**src/rtl/axi_stream_strip_header_pkg.sv**
```systemverilog
// Shared definitions for the AXI-Stream header strip/insert blocks:
// the packet FSM state enumeration and a byte-lane popcount helper.
package axi_stream_strip_header_pkg;

    typedef enum logic [1:0] {
        IDLE,
        HEAD,
        BODY,
        FLUSH
    } hdr_state_e;

    // Widest keep vector the popcount helper accepts; callers zero-extend.
    localparam int unsigned MAX_KEEP_WD = 64;

    function automatic int unsigned byte_popcount(input logic [MAX_KEEP_WD-1:0] keep);
        int unsigned cnt;
        cnt = 0;
        for (int i = 0; i < MAX_KEEP_WD; i++) begin
            if (keep[i]) cnt++;
        end
        return cnt;
    endfunction

endpackage

```
**src/rtl/axi_stream_strip_header_realign.sv**
```systemverilog
// Combinational byte realigner: appends input bytes behind res_cnt_i residual
// bytes (MSB-first) and returns the bytes that spill past one beat.
module axis_byte_realign #(
    parameter int DATA_WD      = 32,
    parameter int DATA_BYTE_WD = DATA_WD / 8,
    parameter int BYTE_CNT_WD  = $clog2(DATA_BYTE_WD)
) (
    input  logic [DATA_WD-1:0]     res_data_i,
    input  logic [BYTE_CNT_WD:0]   res_cnt_i,
    input  logic [DATA_WD-1:0]     in_data_i,
    output logic [DATA_WD-1:0]     beat_o,
    output logic [DATA_WD-1:0]     rem_o
);

    localparam logic [BYTE_CNT_WD:0] FULL_CNT = (BYTE_CNT_WD+1)'(DATA_BYTE_WD);

    logic [BYTE_CNT_WD:0] h_cnt;

    // The input bytes that do not fit behind the residual are the last
    // res_cnt_i bytes of the input, i.e. the input shifted up by h bytes.
    assign h_cnt  = FULL_CNT - res_cnt_i;
    assign beat_o = res_data_i | (in_data_i >> {res_cnt_i, 3'b000});
    assign rem_o  = in_data_i << {h_cnt, 3'b000};

endmodule

```
**src/rtl/axi_stream_strip_header.sv**
```systemverilog
// Removes a per-packet 1..DATA_BYTE_WD byte header from an AXI-Stream packet,
// emits it as a single header beat and realigns the payload to the MSB.
module axi_stream_strip_header
    import axi_stream_strip_header_pkg::*;
#(
    parameter int DATA_WD      = 32,
    parameter int DATA_BYTE_WD = DATA_WD / 8,
    parameter int BYTE_CNT_WD  = $clog2(DATA_BYTE_WD)
) (
    input  logic                    clk,
    input  logic                    rst_n,
    input  logic                    valid_in,
    input  logic [DATA_WD-1:0]      data_in,
    input  logic [DATA_BYTE_WD-1:0] keep_in,
    input  logic                    last_in,
    output logic                    ready_in,
    output logic                    valid_out,
    output logic [DATA_WD-1:0]      data_out,
    output logic [DATA_BYTE_WD-1:0] keep_out,
    output logic                    last_out,
    input  logic                    ready_out,
    output logic                    valid_header,
    output logic [DATA_WD-1:0]      data_header,
    output logic [DATA_BYTE_WD-1:0] keep_header,
    input  logic                    ready_header,
    input  logic                    valid_strip,
    input  logic [BYTE_CNT_WD-1:0]  byte_strip_cnt,
    output logic                    ready_strip,
    output logic                    short_pkt
);

    localparam logic [BYTE_CNT_WD:0]   FULL_CNT = (BYTE_CNT_WD+1)'(DATA_BYTE_WD);
    localparam logic [BYTE_CNT_WD+1:0] FULL_TOT = (BYTE_CNT_WD+2)'(DATA_BYTE_WD);

    function automatic logic [DATA_BYTE_WD-1:0] keep_mask(input logic [BYTE_CNT_WD:0] cnt);
        return ~({DATA_BYTE_WD{1'b1}} >> cnt);
    endfunction

    function automatic logic [DATA_WD-1:0] data_mask(input logic [BYTE_CNT_WD:0] cnt);
        return ~({DATA_WD{1'b1}} >> {cnt, 3'b000});
    endfunction

    hdr_state_e               state_q, state_d;
    logic [BYTE_CNT_WD:0]     h_q, h_d, res_cnt_q, res_cnt_d;
    logic [DATA_WD-1:0]       res_data_q, res_data_d;
    logic                     valid_out_q, valid_out_d, last_out_q, last_out_d;
    logic [DATA_WD-1:0]       data_out_q, data_out_d;
    logic [DATA_BYTE_WD-1:0]  keep_out_q, keep_out_d;
    logic                     valid_header_q, valid_header_d;
    logic [DATA_WD-1:0]       data_header_q, data_header_d;
    logic [DATA_BYTE_WD-1:0]  keep_header_q, keep_header_d;
    logic                     short_q, short_d;

    logic [DATA_WD-1:0]       in_data_m, beat, rem;
    logic [BYTE_CNT_WD:0]     n_in, strip_h, hdr_cnt, pay_cnt, out_cnt, spill_cnt;
    logic [BYTE_CNT_WD+1:0]   total;
    logic                     out_free, over, in_fire, strip_fire;

    always_comb begin
        in_data_m = '0;
        for (int b = 0; b < DATA_BYTE_WD; b++) begin
            if (keep_in[b]) in_data_m[8*b +: 8] = data_in[8*b +: 8];
        end
    end

    assign n_in      = (BYTE_CNT_WD+1)'(byte_popcount(MAX_KEEP_WD'(keep_in)));
    assign strip_h   = {1'b0, byte_strip_cnt} + (BYTE_CNT_WD+1)'(1);
    assign hdr_cnt   = (n_in < h_q) ? n_in : h_q;
    assign pay_cnt   = n_in - h_q;
    assign total     = {1'b0, res_cnt_q} + {1'b0, n_in};
    assign over      = total > FULL_TOT;
    assign out_cnt   = over ? FULL_CNT : total[BYTE_CNT_WD:0];
    assign spill_cnt = (BYTE_CNT_WD+1)'(total - FULL_TOT);

    // The output register may be refilled in the same cycle it is drained.
    assign out_free    = !valid_out_q || ready_out;
    assign ready_strip = (state_q == IDLE) && !valid_header_q;
    assign ready_in    = (state_q == HEAD) ? (!valid_header_q && out_free) :
                         (state_q == BODY) ? out_free : 1'b0;
    assign in_fire     = valid_in && ready_in;
    assign strip_fire  = valid_strip && ready_strip;

    axis_byte_realign #(
        .DATA_WD      (DATA_WD),
        .DATA_BYTE_WD (DATA_BYTE_WD),
        .BYTE_CNT_WD  (BYTE_CNT_WD)
    ) u_realign (
        .res_data_i (res_data_q),
        .res_cnt_i  (res_cnt_q),
        .in_data_i  (in_data_m),
        .beat_o     (beat),
        .rem_o      (rem)
    );

    // NOTE: every always_comb output gets a default first so no path can
    // leave it unassigned and infer a latch.
    always_comb begin
        state_d        = state_q;
        h_d            = h_q;
        res_cnt_d      = res_cnt_q;
        res_data_d     = res_data_q;
        valid_out_d    = valid_out_q && !ready_out;
        data_out_d     = data_out_q;
        keep_out_d     = keep_out_q;
        last_out_d     = last_out_q;
        valid_header_d = valid_header_q && !ready_header;
        data_header_d  = data_header_q;
        keep_header_d  = keep_header_q;
        short_d        = 1'b0;

        case (state_q)
            IDLE: begin
                if (strip_fire) begin
                    // Residual starts empty but sized W-h so the realigner
                    // already yields the post-header bytes of the first beat.
                    h_d        = strip_h;
                    res_cnt_d  = FULL_CNT - strip_h;
                    res_data_d = '0;
                    state_d    = HEAD;
                end
            end
            HEAD: begin
                if (in_fire) begin
                    valid_header_d = 1'b1;
                    data_header_d  = in_data_m & data_mask(hdr_cnt);
                    keep_header_d  = keep_mask(hdr_cnt);
                    if (last_in) begin
                        short_d    = n_in < h_q;
                        res_cnt_d  = '0;
                        res_data_d = '0;
                        state_d    = IDLE;
                        if (n_in > h_q) begin
                            valid_out_d = 1'b1;
                            data_out_d  = rem;
                            keep_out_d  = keep_mask(pay_cnt);
                            last_out_d  = 1'b1;
                        end
                    end else begin
                        res_data_d = rem;
                        state_d    = BODY;
                    end
                end
            end
            BODY: begin
                if (in_fire) begin
                    valid_out_d = total != '0;
                    data_out_d  = beat & data_mask(out_cnt);
                    keep_out_d  = keep_mask(out_cnt);
                    last_out_d  = last_in && !over;
                    res_data_d  = rem;
                    res_cnt_d   = over ? spill_cnt : '0;
                    if (last_in) state_d = over ? FLUSH : IDLE;
                end
            end
            FLUSH: begin
                if (out_free) begin
                    valid_out_d = 1'b1;
                    data_out_d  = res_data_q;
                    keep_out_d  = keep_mask(res_cnt_q);
                    last_out_d  = 1'b1;
                    res_cnt_d   = '0;
                    res_data_d  = '0;
                    state_d     = IDLE;
                end
            end
            default: state_d = IDLE;
        endcase
    end

    // NOTE: state is updated with non-blocking assignments only, and the
    // data/keep registers are reset too so a mid-packet reset leaves nothing stale.
    always_ff @(posedge clk or negedge rst_n) begin
        if (!rst_n) begin
            state_q        <= IDLE;
            h_q            <= '0;
            res_cnt_q      <= '0;
            res_data_q     <= '0;
            valid_out_q    <= 1'b0;
            data_out_q     <= '0;
            keep_out_q     <= '0;
            last_out_q     <= 1'b0;
            valid_header_q <= 1'b0;
            data_header_q  <= '0;
            keep_header_q  <= '0;
            short_q        <= 1'b0;
        end else begin
            state_q        <= state_d;
            h_q            <= h_d;
            res_cnt_q      <= res_cnt_d;
            res_data_q     <= res_data_d;
            valid_out_q    <= valid_out_d;
            data_out_q     <= data_out_d;
            keep_out_q     <= keep_out_d;
            last_out_q     <= last_out_d;
            valid_header_q <= valid_header_d;
            data_header_q  <= data_header_d;
            keep_header_q  <= keep_header_d;
            short_q        <= short_d;
        end
    end

    assign valid_out    = valid_out_q;
    assign data_out     = data_out_q;
    assign keep_out     = keep_out_q;
    assign last_out     = last_out_q;
    assign valid_header = valid_header_q;
    assign data_header  = data_header_q;
    assign keep_header  = keep_header_q;
    assign short_pkt    = short_q;

endmodule

```
**config.mk**
```make
export PLATFORM = sky130hd
export DESIGN_NAME = axi_stream_strip_header
export DESIGN_NICKNAME = d
export VERILOG_FILES = /design/src/rtl/axi_stream_strip_header_pkg.sv /design/src/rtl/axi_stream_strip_header_realign.sv /design/src/rtl/axi_stream_strip_header.sv
export SDC_FILE = /design/constraint.sdc
export NUM_CORES = 1
export LEC_CHECK = 0
export ABC_AREA = 1
export CAP_MARGIN = 0
export CORE_ASPECT_RATIO = 1.25
export CORE_MARGIN = 10
export CORE_UTILIZATION = 42
export CTS_CLUSTER_DIAMETER = 150
export DETAILED_ROUTE_END_ITERATION = 8
export GPL_TIMING_DRIVEN = 0
export PLACE_DENSITY = 0.66
export SLEW_MARGIN = 20
export SYNTH_ARGS = -nofsm -noshare
export SYNTH_HDL_FRONTEND = slang
export SYNTH_SLANG_ARGS = --single-unit
```
**constraint.sdc**
```tcl
create_clock -name clk -period 4.6 [get_ports clk]
set_input_delay 1.15 -clock clk [delete_from_list [all_inputs] [get_ports clk]]
set_output_delay 1.15 -clock clk [all_outputs]
set_load 0.01 [all_outputs]
```
==> impl_summary.txt <==
----------------------------------------------------
[Global routing]
  Via count of the first global-routing pass ... approximately 7500
  Largest net degree at the start of global routing ... 75
  Number of antenna violations at the first check in global routing ... 0
  Total global-route track usage ... 0.253
  Sum of overflow across all layers after global routing ... 0
  Global-route wire length before repair ... approximately 43000 um

[Power]
  Switching share of power ... 0.443
  Internal power ... approximately 3.3 mW
  Net switching power ... 2.64 mW
  Maximum resistive drop on vdd ... about 0.00036 V
  Power Dens Cells ... 641 nW/um^2
  Proportion of power drawn by combinational gates ... 0.509
  Lkg Pwr ... 4.69 nW
  Share of power burned in registers ... 0.246
  Clk network pwr share ... 0.245
  Overall power of the completed layout ... between 5 and 6 mW

[Synth]
  Predominant post-synthesis flop cell ... dfrtp_1
  Average cell area after synthesis ... 6.89 um^2
  Distinct cell type count after synthesis ... 36
  Proportion of synthesized flip-flops having asynchronous set or reset ... 1.00
  Cell area after synthesis ... roughly 7100 um^2
  Synthesized flop and latch total ... ~120
  Number of warnings printed during yosys synthesis ... 0
  Synthesized instance count ... slightly above 1000
  Post-Syn Nets ... 1091
  Number of enable-type register cells in the synthesized netlist ... 0
  Sequential share of the synthesized area ... 0.411

[Routing]
  Via count normalized by instance count ... roughly 5.3
  Initial drt markers ... slightly above 700
  Number of nets still failing antenna checks after routing ... 0
  Remaining routing DRC violations ... 0
  Number of vias in the routed layout ... between 7000 and 8000
  WL per Instance ... between 20 and 25 um
  Wire length after detailed routing ... ~28000 um
  Pre-Repair DR Iteration Count ... 5

[Timing]
  Worst slew margin relative to its limit ... 0.514
  Setup repair after global routing missed its margin ... false
  Transition time of the tightest slew-check pin ... about 730 ps
  Final Hold Fails ... 0
  Time the final worst path needs with I/O delays and setup ... between 4000 and 5000 ps
  Final critical-path share of the clock period ... 0.968
  Setup violations, final ... 0
  Fmax ... about 220 MHz
  Final max-slew violation count ... 0
  Worst setup skew after layout ... around 7.2 ps

[Place]
  Number of placed instances, taps included ... 1363
  Routability cong. ... 0.977
  Number of buffer cells added on primary ports ... 121
  Post-DP HPWL ... 21800 um

[Cells and area]
  Fraction of final layout cells with drive strength greater than 1 ... 0.0761
  Number of filler instances in the final layout ... 1605
  Final Non-Filler Cells ... ~1400
  Leading cell type in the layout, fill and taps excluded ... nand2_1
  Ant. Diodes ... 0
  Final Net Count ... 1236
  Area overhead of the layout relative to synthesis ... 31.4%
  Area taken by flip-flops and latches ... 2900 um^2
  Multi-input gate area ... between 3000 and 4000 um^2
  Top library cells by usage in the layout, fill and taps aside ... nand2_1, clkdlybuf4s50_1, nand3_1

[Worst setup path]
  Critical Path Start Type ... primary input
  Critical path class ... primary input to flop
  Crit Path Max Fanout ... 9
  Worst endpoint data arrival time ... about 4800 ps
  Endpoint of the worst-slack reg-to-reg timing path ... data_out[24]$_DFFE_PN0P_
  Depth of the most critical reg-to-reg path ... 11
  Origin of the critical flop-to-flop path ... res_cnt_q[1]$_DFFE_PN0P_
  Worst setup slack for register-to-register paths ... roughly 1600 ps
  Crit path required time ... 4910 ps
  Type of destination of the critical path ... flop

[CTS]
  Sinks on Clock Net ... between 100 and 150
  Clock tree from TritonCTS ... built
  Clock buffers created by TritonCTS ... 17
  Clock network latency to the later pin of the worst-skew pair ... between 400 and 500 ps
  Worst-path clk slew ... around 50 ps
  Post-CTS Hold Buffers ... 0
  Root buffer cell ... clkbuf_16
  H-tree depth ... 4
  CTS Buffer Depth ... 2

[Floorplan]
  Starting density of the core ... 0.433
  Number of placement rows ... 52
  Area of the die ... around 22000 um^2
  Core Footprint ... ~16000 um^2
  DIE HEIGHT ... between 150 and 200 um
  Die width ... 136 um
  Number of top-level pins ... approximately 120

[Hold path]
  Count of cells along the worst hold path ... 2
  Worst min-delay path startpoint ... data_out[24]$_DFFE_PN0P_
  Hold Path Class ... flop to flop
  Endpoint with the worst hold slack ... data_out[24]$_DFFE_PN0P_

[Flow run]
  Max capacitance violation total ... 0

[Run status]
  Status ... finished clean

----------------------------------------------------
state kept, by name (all words and copies together) (netlist names):
register      count
short_pkt         1
h_q               3
valid_header      1
data_header      32
state_q           2
last_out          1
res_cnt_q         3
res_data_q       32
valid_out         1
data_out         32
keep_out          4
keep_header       4
worst max path at each step:
| stage | start | end | slack, ps | cells after the start |
|---|---|---|---|---|
| 6_report | keep_in[1] | keep_out[3]$_DFFE_PN0P_ | 150 | 17 |
| 3_3_place_gp | rst_n | data_out[16]$_DFFE_PN0P_ | -2400 | 1 |
| 4_1_cts | keep_in[0] | data_out[8]$_DFFE_PN0P_ | 20 | 19 |
| 5_1_grt | keep_in[0] | data_out[7]$_DFFE_PN0P_ | 10 | 22 |
| 2_1_floorplan | keep_in[0] | data_out[24]$_DFFE_PN0P_ | 860 | 15 |
| 3_5_place_dp | keep_in[0] | data_out[24]$_DFFE_PN0P_ | -540 | 16 |
repair_timing:
item / in CTS / in global routing
pin swaps: 0 / 2
resized for setup: 2 / 10
gates cloned: 0 / 0
setup buffers: 0 / 4
endpoints found under the setup margin: 3 / 52
power by group through the flow:
stage                     registers, mW  logic [mW]  clock network [mW]
after detailed placement           1.48        2.94                   0
after global routing               1.50        3.29                1.52
after global placement             1.47        2.94                   0
after CTS                          1.47        2.96                1.47
after floorplan                    1.57        1.55                   0
final                              1.47        3.03                1.46
layer usage:
| metal | vias up | GRT usage | part of all wire |
|---|---|---|---|
| li1 | 3572 | - | - |
| met1 | 3528 | 0.302 | 0.40 |
| met2 | 307 | 0.433 | 0.49 |
| met3 | 68 | 0.0395 | 0.059 |
| met4 | 0 | 0.128 | 0.046 |
| met5 | - | 0 | 0 |
per-stage QoR:
step	instance area (um^2)	setup TNS (ps)	hold slack, ps	worst slack, ps	utilization
2_1_floorplan	7070	0	490	859	-
3_3_place_gp	8550	-297600	461	-2400	0.523
3_5_place_dp	8580	-21020	464	-545	0.525
4_1_cts	9220	0	480	23.9	0.565
5_1_grt	9290	0	491	11.5	0.569
6_report	9290	0	474	146	0.569
worst max-delay path, stage by stage:
cell and delay, ps:
clkdlybuf4s50_1 530, clkbuf_4 250, inv_1 60, ha_1 300, inv_1 50, nand2_1 60
nand2_1 70, ha_1 280, nand2_1 60, nand2_1 190, inv_1 90, fa_1 400
xnor2_1 220, o21ai_0 470, o2111ai_1 380, nand2_1 150, nand2_1 50
cell families (layout without fill, tap and decap cells):
logic type | Yosys count | count (layout) | share of synthesized area
AO/OA/AOI/OAI | 154 | 154 | 0.121
XOR/XNOR | 3 | 3 | 0.00372
adder cells (fa/ha/maj) | 21 | 21 | 0.0393
buffers and inverters | 157 | 315 | 0.0930
flip-flops | 116 | 116 | 0.411
AND/OR/NAND/NOR | 574 | 574 | 0.332
synth_stat cells, types with 4 or more instances:
| master | count | area [um^2] |
|---|---|---|
| nand2_1 | 409 | 1540 |
| dfrtp_1 | 116 | 2900 |
| buf_4 | 5 | 37.5 |
| inv_2 | 7 | 26.3 |
| o211ai_1 | 17 | 128 |
| nor2_1 | 34 | 128 |
| inv_1 | 95 | 357 |
| buf_2 | 26 | 130 |
| nand3_1 | 119 | 596 |
| a22oi_1 | 8 | 60.1 |
| ha_1 | 19 | 238 |
| clkbuf_1 | 17 | 63.8 |
| buf_1 | 4 | 15.0 |
| a21oi_1 | 5 | 25.0 |
| o21ai_1 | 44 | 220 |
| o21ai_0 | 71 | 355 |
area by class of cell:
| cell class | instances | share of cell area |
|---|---|---|
| Clock inverter | 13 | 0.0212 |
| Multi-Input combinational cell | 752 | 0.381 |
| Clock buffer | 19 | 0.0477 |
| Buffer | 55 | 0.0303 |
| Inverter | 102 | 0.0415 |
| Sequential cell | 116 | 0.313 |
| Timing Repair Buffer | 126 | 0.137 |
| Tap cell | 216 | 0.0291 |
Power figures use the tool's default switching activity.
